File: src/rtl/tour_solver_gen.sv
// tour_solver_gen
//   Open knight's tour search on a BOARD_W x BOARD_H board by depth-first
//   backtracking over the 8 knight moves, starting from a given square.
//   After a successful search the move list is read out combinationally.
//
// Ports
//   clk             system clock
//   rst             synchronous active-high reset
//   go              start pulse, accepted only in IDLE/DONE/FAIL
//   x_start/y_start start square, captured with an accepted go
//   indx            readout index into the solved move list
//   move            one-hot move taken from step indx to indx+1 (8'h00 past the end)
//   busy            search in progress
//   done            tour found (held until next accepted go or rst)
//   fail            no tour exists or start square off the board (held likewise)
//   update_position 1-cycle pulse for every square placement
//   dbg_state       current FSM state, for checkers and debug
//
// Move encoding (dx,dy): b0(+1,+2) b1(-1,+2) b2(-2,+1) b3(-2,-1)
//                        b4(-1,-2) b5(+1,-2) b6(+2,-1) b7(+2,+1)
module tour_solver_gen #(
    parameter int BOARD_W = 5,
    parameter int BOARD_H = 5,
    parameter int COORD_W = 3,
    parameter int STEP_W  = 5
) (
    input  logic               clk,
    input  logic               rst,
    input  logic               go,
    input  logic [COORD_W-1:0] x_start,
    input  logic [COORD_W-1:0] y_start,
    input  logic [STEP_W-1:0]  indx,
    output logic [7:0]         move,
    output logic               busy,
    output logic               done,
    output logic               fail,
    output logic               update_position,
    output logic [2:0]         dbg_state
);

    localparam int NSQ = BOARD_W * BOARD_H;
    localparam logic [STEP_W-1:0] LAST_STEP = STEP_W'(NSQ - 1);

    // Two extra bits so that x-2 and x+2 never wrap.
    typedef logic signed [COORD_W+1:0] scoord_t;
    localparam scoord_t SW = scoord_t'(BOARD_W);
    localparam scoord_t SH = scoord_t'(BOARD_H);

    typedef enum logic [2:0] {
        IDLE      = 3'd0,
        INIT      = 3'd1,
        PLACE     = 3'd2,
        POSSIBLE  = 3'd3,
        MAKE_MOVE = 3'd4,
        BACKUP    = 3'd5,
        DONE      = 3'd6,
        FAIL      = 3'd7
    } state_t;

    function automatic scoord_t move_dx(input logic [2:0] k);
        case (k)
            3'd0, 3'd5: move_dx = scoord_t'(1);
            3'd1, 3'd4: move_dx = scoord_t'(-1);
            3'd2, 3'd3: move_dx = scoord_t'(-2);
            default:    move_dx = scoord_t'(2);
        endcase
    endfunction

    function automatic scoord_t move_dy(input logic [2:0] k);
        case (k)
            3'd0, 3'd1: move_dy = scoord_t'(2);
            3'd2, 3'd7: move_dy = scoord_t'(1);
            3'd3, 3'd6: move_dy = scoord_t'(-1);
            default:    move_dy = scoord_t'(-2);
        endcase
    endfunction

    function automatic logic [2:0] oh2idx(input logic [7:0] oh);
        oh2idx = 3'd0;
        for (int k = 0; k < 8; k++) begin
            if (oh[k]) oh2idx = 3'(k);
        end
    endfunction

    state_t              state_q, state_d;
    logic [COORD_W-1:0]  x_q, x_d, y_q, y_d;
    logic [STEP_W-1:0]   step_q, step_d;
    logic [7:0]          try_q, try_d;

    // board: 0 = unvisited, otherwise step+1 of the visit
    logic [STEP_W:0]     board_q [BOARD_W][BOARD_H];
    logic [7:0]          poss_q  [NSQ];
    logic [7:0]          last_q  [NSQ];

    logic                board_clr, board_we, poss_we, last_we;
    logic [STEP_W:0]     board_wdata;
    logic [7:0]          legal;
    logic [7:0]          prev_mv;
    scoord_t             tx, ty, nx, ny;
    logic                start_ok;

    // Legal-move mask at the current square.
    always_comb begin
        legal = '0;
        tx    = '0;
        ty    = '0;
        for (int k = 0; k < 8; k++) begin
            tx = $signed({2'b00, x_q}) + move_dx(3'(k));
            ty = $signed({2'b00, y_q}) + move_dy(3'(k));
            if (tx >= 0 && tx < SW && ty >= 0 && ty < SH) begin
                legal[k] = (board_q[tx[COORD_W-1:0]][ty[COORD_W-1:0]] == '0);
            end
        end
    end

    assign start_ok = (32'(x_start) < BOARD_W) && (32'(y_start) < BOARD_H);

    always_comb begin
        state_d     = state_q;
        x_d         = x_q;
        y_d         = y_q;
        step_d      = step_q;
        try_d       = try_q;
        board_clr   = 1'b0;
        board_we    = 1'b0;
        board_wdata = '0;
        poss_we     = 1'b0;
        last_we     = 1'b0;
        prev_mv     = '0;
        nx          = '0;
        ny          = '0;
        case (state_q)
            IDLE, DONE, FAIL: begin
                if (go) begin
                    if (start_ok) begin
                        state_d = INIT;
                        x_d     = x_start;
                        y_d     = y_start;
                    end else begin
                        state_d = FAIL;
                    end
                end
            end
            INIT: begin
                board_clr = 1'b1;
                step_d    = '0;
                state_d   = PLACE;
            end
            PLACE: begin
                board_we    = 1'b1;
                board_wdata = {1'b0, step_q} + 1'b1;
                state_d     = (step_q == LAST_STEP) ? DONE : POSSIBLE;
            end
            POSSIBLE: begin
                poss_we = 1'b1;
                try_d   = 8'h01;
                state_d = MAKE_MOVE;
            end
            MAKE_MOVE: begin
                if ((poss_q[step_q] & try_q) != 8'h00) begin
                    last_we = 1'b1;
                    nx      = $signed({2'b00, x_q}) + move_dx(oh2idx(try_q));
                    ny      = $signed({2'b00, y_q}) + move_dy(oh2idx(try_q));
                    x_d     = nx[COORD_W-1:0];
                    y_d     = ny[COORD_W-1:0];
                    step_d  = step_q + 1'b1;
                    state_d = PLACE;
                end else if (try_q == 8'h80) begin
                    state_d = BACKUP;
                end else begin
                    try_d = try_q << 1;
                end
            end
            BACKUP: begin
                if (step_q == '0) begin
                    // Start square stays marked; the whole tree is exhausted.
                    state_d = FAIL;
                end else begin
                    prev_mv  = last_q[step_q - 1'b1];
                    board_we = 1'b1;
                    nx       = $signed({2'b00, x_q}) - move_dx(oh2idx(prev_mv));
                    ny       = $signed({2'b00, y_q}) - move_dy(oh2idx(prev_mv));
                    x_d      = nx[COORD_W-1:0];
                    y_d      = ny[COORD_W-1:0];
                    step_d   = step_q - 1'b1;
                    if (prev_mv == 8'h80) begin
                        state_d = BACKUP;
                    end else begin
                        try_d   = prev_mv << 1;
                        state_d = MAKE_MOVE;
                    end
                end
            end
            default: state_d = IDLE;
        endcase
    end

    always_ff @(posedge clk) begin
        if (rst) state_q <= IDLE;
        else     state_q <= state_d;
    end

    // Search storage is not reset; INIT clears the board before every run.
    always_ff @(posedge clk) begin
        x_q    <= x_d;
        y_q    <= y_d;
        step_q <= step_d;
        try_q  <= try_d;
        if (board_clr) begin
            for (int i = 0; i < BOARD_W; i++) begin
                for (int j = 0; j < BOARD_H; j++) begin
                    board_q[i][j] <= '0;
                end
            end
        end else if (board_we) begin
            board_q[x_q][y_q] <= board_wdata;
        end
        if (poss_we) poss_q[step_q] <= legal;
        if (last_we) last_q[step_q] <= try_q;
    end

    always_comb begin
        move = 8'h00;
        if (indx < LAST_STEP) move = last_q[indx];
    end

    assign busy            = (state_q != IDLE) && (state_q != DONE) && (state_q != FAIL);
    assign done            = (state_q == DONE);
    assign fail            = (state_q == FAIL);
    assign update_position = (state_q == PLACE);
    assign dbg_state       = state_q;

endmodule

File: config.mk
export PLATFORM = sky130hd
export DESIGN_NAME = tour_solver_gen
export DESIGN_NICKNAME = d
export VERILOG_FILES = /design/src/rtl/tour_solver_gen.sv
export SDC_FILE = /design/constraint.sdc
export NUM_CORES = 1
export LEC_CHECK = 0
export BUFFER_PORTS_ARGS = -buffer_cell sky130_fd_sc_hd__buf_2
export CAP_MARGIN = 0
export CORE_MARGIN = 3
export CORE_UTILIZATION = 63
export DETAILED_ROUTE_END_ITERATION = 6
export HOLD_SLACK_MARGIN = 0.1
export PLACE_DENSITY_LB_ADDON = 0.1
export SLEW_MARGIN = 20
export SYNTH_ARGS = -nofsm -noshare
export SYNTH_HDL_FRONTEND = slang
export SYNTH_SLANG_ARGS = --single-unit
File: constraint.sdc
create_clock -name clk -period 7.5 [get_ports clk]
set_input_delay 0.75 -clock clk [delete_from_list [all_inputs] [get_ports clk]]
set_output_delay 0.75 -clock clk [all_outputs]
set_load 0.05 [all_outputs]
== Word level (Yosys, flattened, before mapping) ==
Memories as Yosys holds them, arrays and structs flattened. A register that Yosys moved wholly into a read port is not among the register bits.
Cells that the tools add are included.
Storage, ports and cells
  register bits: 22
  input port bits: 14
  word-level logic and storage cells: 258
  memories: 3
  output and inout bits: 15
  RAM bits: 550
Memory list
  last_q: depth 25, width 8, read ports 2, clocked after Yosys merged registers in 0, write ports 1, RTL line 93  | logic [7:0] last_q [NSQ];
  poss_q: depth 25, width 8, read ports 1, clocked after Yosys merged registers in 1, write ports 1, RTL line 92  | logic [7:0] poss_q [NSQ];
  board_q: depth 5, width 30, read ports 4, clocked after Yosys merged registers in 0, write ports 5, RTL line 91  | logic [STEP_W:0] board_q [BOARD_W][BOARD_H];
Cells by class
  reduce and logical (&&, ||, !) cells: 59
  bitwise logic cells: 6
  $add $sub $neg: 15
  equal/unequal tests: 34
  order comparisons: 25
  multiplexer cells: 111
Operators by type and width (count)
  binary-select mux 6 bit (select 3 bit): 8
  two-way mux 3 bit: 38
  two-way mux 6 bit: 18
  two-way mux 30 bit: 3
  case mux 3 bit (3 select lines): 6
  logical NOT 6 bit: 8
  two-way mux 8 bit: 5
  == test 3 bit (second input constant): 12
  OR reduction 30 bit: 1
  logical AND 1 bit: 24
  two-way mux 1 bit: 24
  case mux 8 bit (3 select lines): 1
  OR reduction 2 bit: 12
  >= comparator 5 x 1 -> 1 bit (second input constant): 4
  < comparator 5 x 4 -> 1 bit (second input constant): 4
  demux 6 bit (select 3 bit): 1
  == test 3 x 2 -> 1 bit (second input constant): 6
  case mux 3 bit (6 select lines): 1
  == test 8 bit (second input constant): 2
  >= comparator 3 x 4 -> 1 bit (second input constant): 4
  >= comparator 4 x 1 -> 1 bit (second input constant): 4
  < comparator 4 x 3 -> 1 bit (second input constant): 4
  two-way mux 5 bit: 3
  case mux 5 bit (3 select lines): 1
  other kinds (30): 56

== Depth between registers and ports, before layout ==
An unclocked memory read counts as a cell.
  word-level depth: 19
  depth in mapped cells: 23
  depth with buffers taken out: 19

== Worst setup path after synthesis ==
Ideal clock, no wire load.
  path type: register -> register
  start point: register x_q[1]
  end point: memory poss_q[0][4], data pin
  data required time: 6862 ps
  setup time: 638 ps
  path buffers: 4
  arrival time: 5363 ps
  cell stages (with the launch flop): 12
  slack: 1499 ps
  cells stage by stage: edfxtp_1 -> buf_2 -> inv_1 -> buf_1 -> ha_1 -> clkbuf_1 -> clkbuf_1 -> mux4_2 -> o21ai_0 -> o211ai_1 -> a31o_2 -> a2111oi_0
On the way
  cells in the longest elaborated chain, start to end: 7
  elaborated cells between the ends (all ways): 12
  classes of those cells: add/sub (1); order compare (2); mux (4); reduce/logical (4); memory (1)
Ends and longest elaborated chain
  start: declaration: RTL line 86  | logic [COORD_W-1:0] x_q, x_d, y_q, y_d;
  start signal: assignment: RTL line 205  | x_q <= x_d;
  adder 4 x 1 -> 5 bit (*): RTL line 108  | tx = $signed({2'b00, x_q}) + move_dx(3'(k));
  memory (5 x 30 bit)
  binary-select mux 6 bit (select 3 bit): RTL line 111  | legal[k] = (board_q[tx[COORD_W-1:0]][ty[COORD_W-1:0]] == '0);
  two-way mux 6 bit (not written as such) (2 in series): RTL line 111
  logical NOT 6 bit: RTL line 111
  two-way mux 1 bit (*): RTL line 110  | if (tx >= 0 && tx < SW && ty >= 0 && ty < SH) begin
  net legal[4]: RTL line 97  | logic [7:0] legal;
  end: declaration: RTL line 92
The timed path passes the listed nets; every way through them passes the cells marked *. The select of a mux whose other input is x is not followed.

== Final worst setup path ==
  start point: register step_q[1]
  end point: register y_q[2], data pin
On the way
  cells in the longest elaborated chain, start to end: 19
  elaborated cells between the ends (all ways): 26
  classes of those cells: add/sub (2); eq/ne (5); mux (14); reduce/logical (4); memory (1)
Ends and longest elaborated chain
  start: declaration: RTL line 87  | logic [STEP_W-1:0] step_q, step_d;
  start signal: assignment: RTL line 207  | step_q <= step_d;
  subtractor 5 x 1 -> 5 bit (*): RTL line 179  | prev_mv = last_q[step_q - 1'b1];
  memory (25 x 8 bit) (*)
  two-way mux 1 bit: RTL line 81  | if (oh[k]) oh2idx = 3'(k);
  two-way mux 3 bit (5 in series): RTL line 81
  two-way mux 3 bit (*): RTL line 81
  two-way mux 3 bit (*): RTL line 175  | if (step_q == '0) begin
  two-way mux 3 bit (*): RTL line 132  | case (state_q)
  == test 3 x 2 -> 1 bit (tied with other cells): RTL line 70  | case (k)
  OR reduction 2 bit: RTL line 70
  case mux 3 bit (3 select lines) (*): RTL line 70
  two-way mux 3 bit (*): RTL line 175
  two-way mux 3 bit (*): RTL line 132
  subtractor 3 bit (*): RTL line 182  | ny = $signed({2'b00, y_q}) - move_dy(oh2idx(prev_mv));
  two-way mux 3 bit (*): RTL line 175
  case mux 3 bit (3 select lines) (*): RTL line 132
  net y_d[2]: RTL line 86
  end signal: assignment: RTL line 206  | y_q <= y_d;
  end: declaration: RTL line 86
Marks and branches as above.
A chain may end at the register's enable or synchronous reset.

==> impl_metrics.csv <==
group,metric,value,unit
status,status,"completed",
setup_path,critPathKind,"flip-flop to flip-flop",
synthesis,synth.distinct_cells,72,
synthesis,postSynthAreaPerCell,15.3,µm²
final_layout,num_antenna_cells,0,
timing,fin_tns_setup,0,ps
synthesis,yosys.area_share.simple,9.54,%
setup_path,critPathArrivalTime,5660,ps
synthesis,synth-adder-area-share,1.18,%
timing,maxSlewViolCount,0,
synthesis,synthMuxAreaShare,15.0,%
clock_tree,cts_hold_buf,0,
global_route,grt_util_met3,5.18,%
clock_tree,clk_latency,620,ps
synthesis,synth_top_cell_area_share,66.3,%
synthesis,synth_top_family_by_area,"multiplexers",
synthesis,synth_common_cells,"edfxtp_1, nor2_1, mux4_2",
final_layout,nets,2024,
synthesis,synth_edf_count,659,
setup_path,r2r_start,"step_q[1]",
synthesis,syn_area,29800,µm²
timing,rsz0062_at_grt,"false",
floorplanning,coreArea,46700,µm²
flow_run,max-cap-violations,0,
drt,dr.first_iter.drc_count,2058,
power_and_ir_drop,total_leakage_power,10.7,nW
timing,worst_pin_slew,1060,ps
synthesis,synthCells,1955,
power_and_ir_drop,peakVddDrop,0.000229,V
worst_hold_path,hold_end,"y_q[2]",
synthesis,yosysSeqAreaShare,66.8,%
synthesis,ys_warn_count,0,
timing,max-slew-margin-rel,29.1,%
global_route,grt_use_total,28.7,%
placed_design,place_hpwl,45.5,mm
floorplanning,pin_count,29,
global_route,grt-ovfl-total,0,
synthesis,synth_xor_area_share,0.558,%
timing,period_minus_slack,5320,ps
setup_path,r2r_setup_slack,2180,ps
setup_path,cp_max_fo,33,
setup_path,critPathRequiredTime,7840,ps
setup_path,reg2regPathDepth,19,
final_layout,num-fill-cells,3069,
drt,first_pass_iters,6,
drt,vias,17700,
drt,antenna_left,0,
power_and_ir_drop,power_frac_clock,23.9,%
synthesis,synth_ff_type,"edfxtp_1",
global_route,antenna_found_initial,0,
power_and_ir_drop,p_int,0.00837,W
final_layout,seqCellArea,20000,µm²
setup_path,reg2reg_to,"y_q[2]",
clock_tree,cts_buffer_depth,3,
global_route,grt_util_met2,47.2,%
power_and_ir_drop,switching_share,35.9,%
synthesis,yosysMostFrequentCell,"edfxtp_1",
synthesis,synth_compound_area_share,4.75,%
synthesis,synth.area.top_cells,"edfxtp_1, mux4_2, nor2_1",
global_route,use_met1,39.7,%
clock_tree,cts_buffers,68,
clock_tree,path_clk_slew,60,ps
setup_path,cp-end-kind,"flip-flop",
clock_tree,cts_setup_buffers,0,
final_layout,synthToLayoutAreaGrowth,9.51,%
worst_hold_path,hp-start,"y_start[2]",
timing,final.period_utilization,70.9,%
floorplanning,rows,79,
drt,routed_via_density,6.71,
placed_design,gp_congestion,0.934,
drt,drc_errors,0,
floorplanning,initial_core_util,64.0,%
floorplanning,die_area,50000,µm²
clock_tree,numClockSinks,667,
power_and_ir_drop,pwr-share-seq,39.6,%
setup_path,worst_setup_path_start_kind,"flip-flop",
global_route,busiest_layer,"met2",
final_layout,drive_above_1_share,17.9,%
synthesis,synth_top_area_cell,"edfxtp_1",
final_layout,multi_input_area,9350,µm²
placed_design,port-buffer-count,28,
clock_tree,cts_tree,"yes",
clock_tree,htreeDepth,3,
clock_tree,postCtsResizedCells,0,
clock_tree,root_buffer,"clkbuf_16",
synthesis,synth.net_count,1996,
global_route,grt_pass1_wl,108,mm
synthesis,synth-async-reset-ratio,0,%
power_and_ir_drop,p_comb_share,36.5,%
drt,routed_wl,70.5,mm
global_route,grt_max_degree,62,
worst_hold_path,holdCritPathClass,"input pin to flip-flop",
worst_hold_path,whs_path_depth,3,
final_layout,final_core_util,70.1,%
drt,wl_per_cell,26.7,µm
timing,fmax,188,MHz
timing,setup_violations,0,
synthesis,synth-seq-cells,667,
global_route,grt_pass1_vias,17600,
floorplanning,dieHeight,224,µm
power_and_ir_drop,power_density,400,nW/µm²
floorplanning,fp.dieW,224,µm
power_and_ir_drop,p_switching,0.00470,W
timing,hold_violations,0,
timing,worst_clock_skew,26.6,ps
stage by stage:
stage / total power, W / worst slack (ps) / cell area (µm²) / hold WS (ps) / std cells
final: 0.0131 / 2180 / 32700 / 543 / 2638
after global routing: 0.0136 / 1870 / 32700 / 540 / 2638
after floorplan: 0.00848 / 1500 / 29800 / 619 / 1955
after CTS: 0.0131 / 2170 / 32700 / 499 / 2638
after detailed placement: 0.00994 / 2210 / 30600 / 651 / 2520
after global placement: 0.00982 / 2340 / 30600 / 667 / 2520
metal layers:
metal	part of all wire, %	routed length, µm
met5	0	0
met4	2.9	2080
met3	8.8	6240
met2	50	35100
met1	38	27100
logic make-up after synthesis:
group                    after synthesis
adder cells (fa/ha/maj)               27
flip-flops                           667
AO/OA/AOI/OAI                        210
multiplexers                         245
buffers and inverters                148
XOR/XNOR                              19
AND/OR/NAND/NOR                      639
critical path, stage by stage (launching register included):
cell and delay, ps:
edfxtp_1 500, inv_1 130, ha_2 1040, buf_4 430, mux4_2 350, mux2i_1 200
o221a_2 270, nor3b_1 290, nand2_1 120, o22ai_1 260, inv_1 80, ha_1 180
inv_1 70, fa_1 180, xor2_1 240, xor2_1 210, xnor2_1 150, nor3_1 70
a21oi_1 160, o21ai_0 100
worst max path at each step:
stage	startpoint	endpoint	slack [ps]
2_1_floorplan	x_q[1]	poss_q[0][4]	1500
3_3_place_gp	step_q[0]	y_q[2]	2340
3_5_place_dp	step_q[0]	y_q[2]	2210
4_1_cts	step_q[0]	y_q[2]	2170
5_1_grt	step_q[1]	y_q[2]	1870
6_report	step_q[1]	y_q[2]	2180
state kept, by name, summed over array words and instances (netlist names), named ones only:
name,flops
board_q,240
last_q,200
poss_q,200
try_q,8
step_q,5
dbg_state,3
x_q,3
y_q,3
layout by cell type, fill, tap and decap left out, types with 6 or more instances in the layout:
master     netlist  final
mux2i_1         69     69
a22oi_1         12     12
and3_1          10     10
xnor2_1          9      8
nand2b_1        14     14
mux4_2         161    161
clkinv_1         2     15
o22ai_1         14     14
nor4_1          38     38
a21oi_1         41     39
ha_1            25     24
nor2_1         289    289
buf_4            4     40
nand2_1        155    155
edfxtp_1       659    659
mux2_2          14     14
nand4_1         10     10
o221a_2          6      6
a31oi_1         11     11
clkbuf_16        0     71
o31ai_1          6      6
o21a_1           6      6
nor3_1          41     36
nor3b_1          7      6
and2_1           7      7
buf_2           26     28
clkbuf_1        55     20
inv_1           34     34
nand3_1         26     26
nor2b_1         17     17
xor2_1          10      9
a211oi_1        15     15
o21ai_0         45     44
area by class of cell:
type	count	share of cell area, %
flip-flops and latches	667	61.0
clock inverters	27	0.570
clock buffers	91	5.67
multi-input cells	1140	28.6
well taps	607	2.32
repair buffers	69	1.38
inverters	37	0.425
power groups by stage:
stage | clock (W) | sequential [W] | combinational [W]
2_1_floorplan | 0 | 0.00515 | 0.00333
5_1_grt | 0.00330 | 0.00521 | 0.00511
6_report | 0.00313 | 0.00518 | 0.00477
3_5_place_dp | 0 | 0.00525 | 0.00469
3_3_place_gp | 0 | 0.00523 | 0.00460
4_1_cts | 0.00317 | 0.00517 | 0.00471
Note: power is estimated with default switching activity, not from simulation.
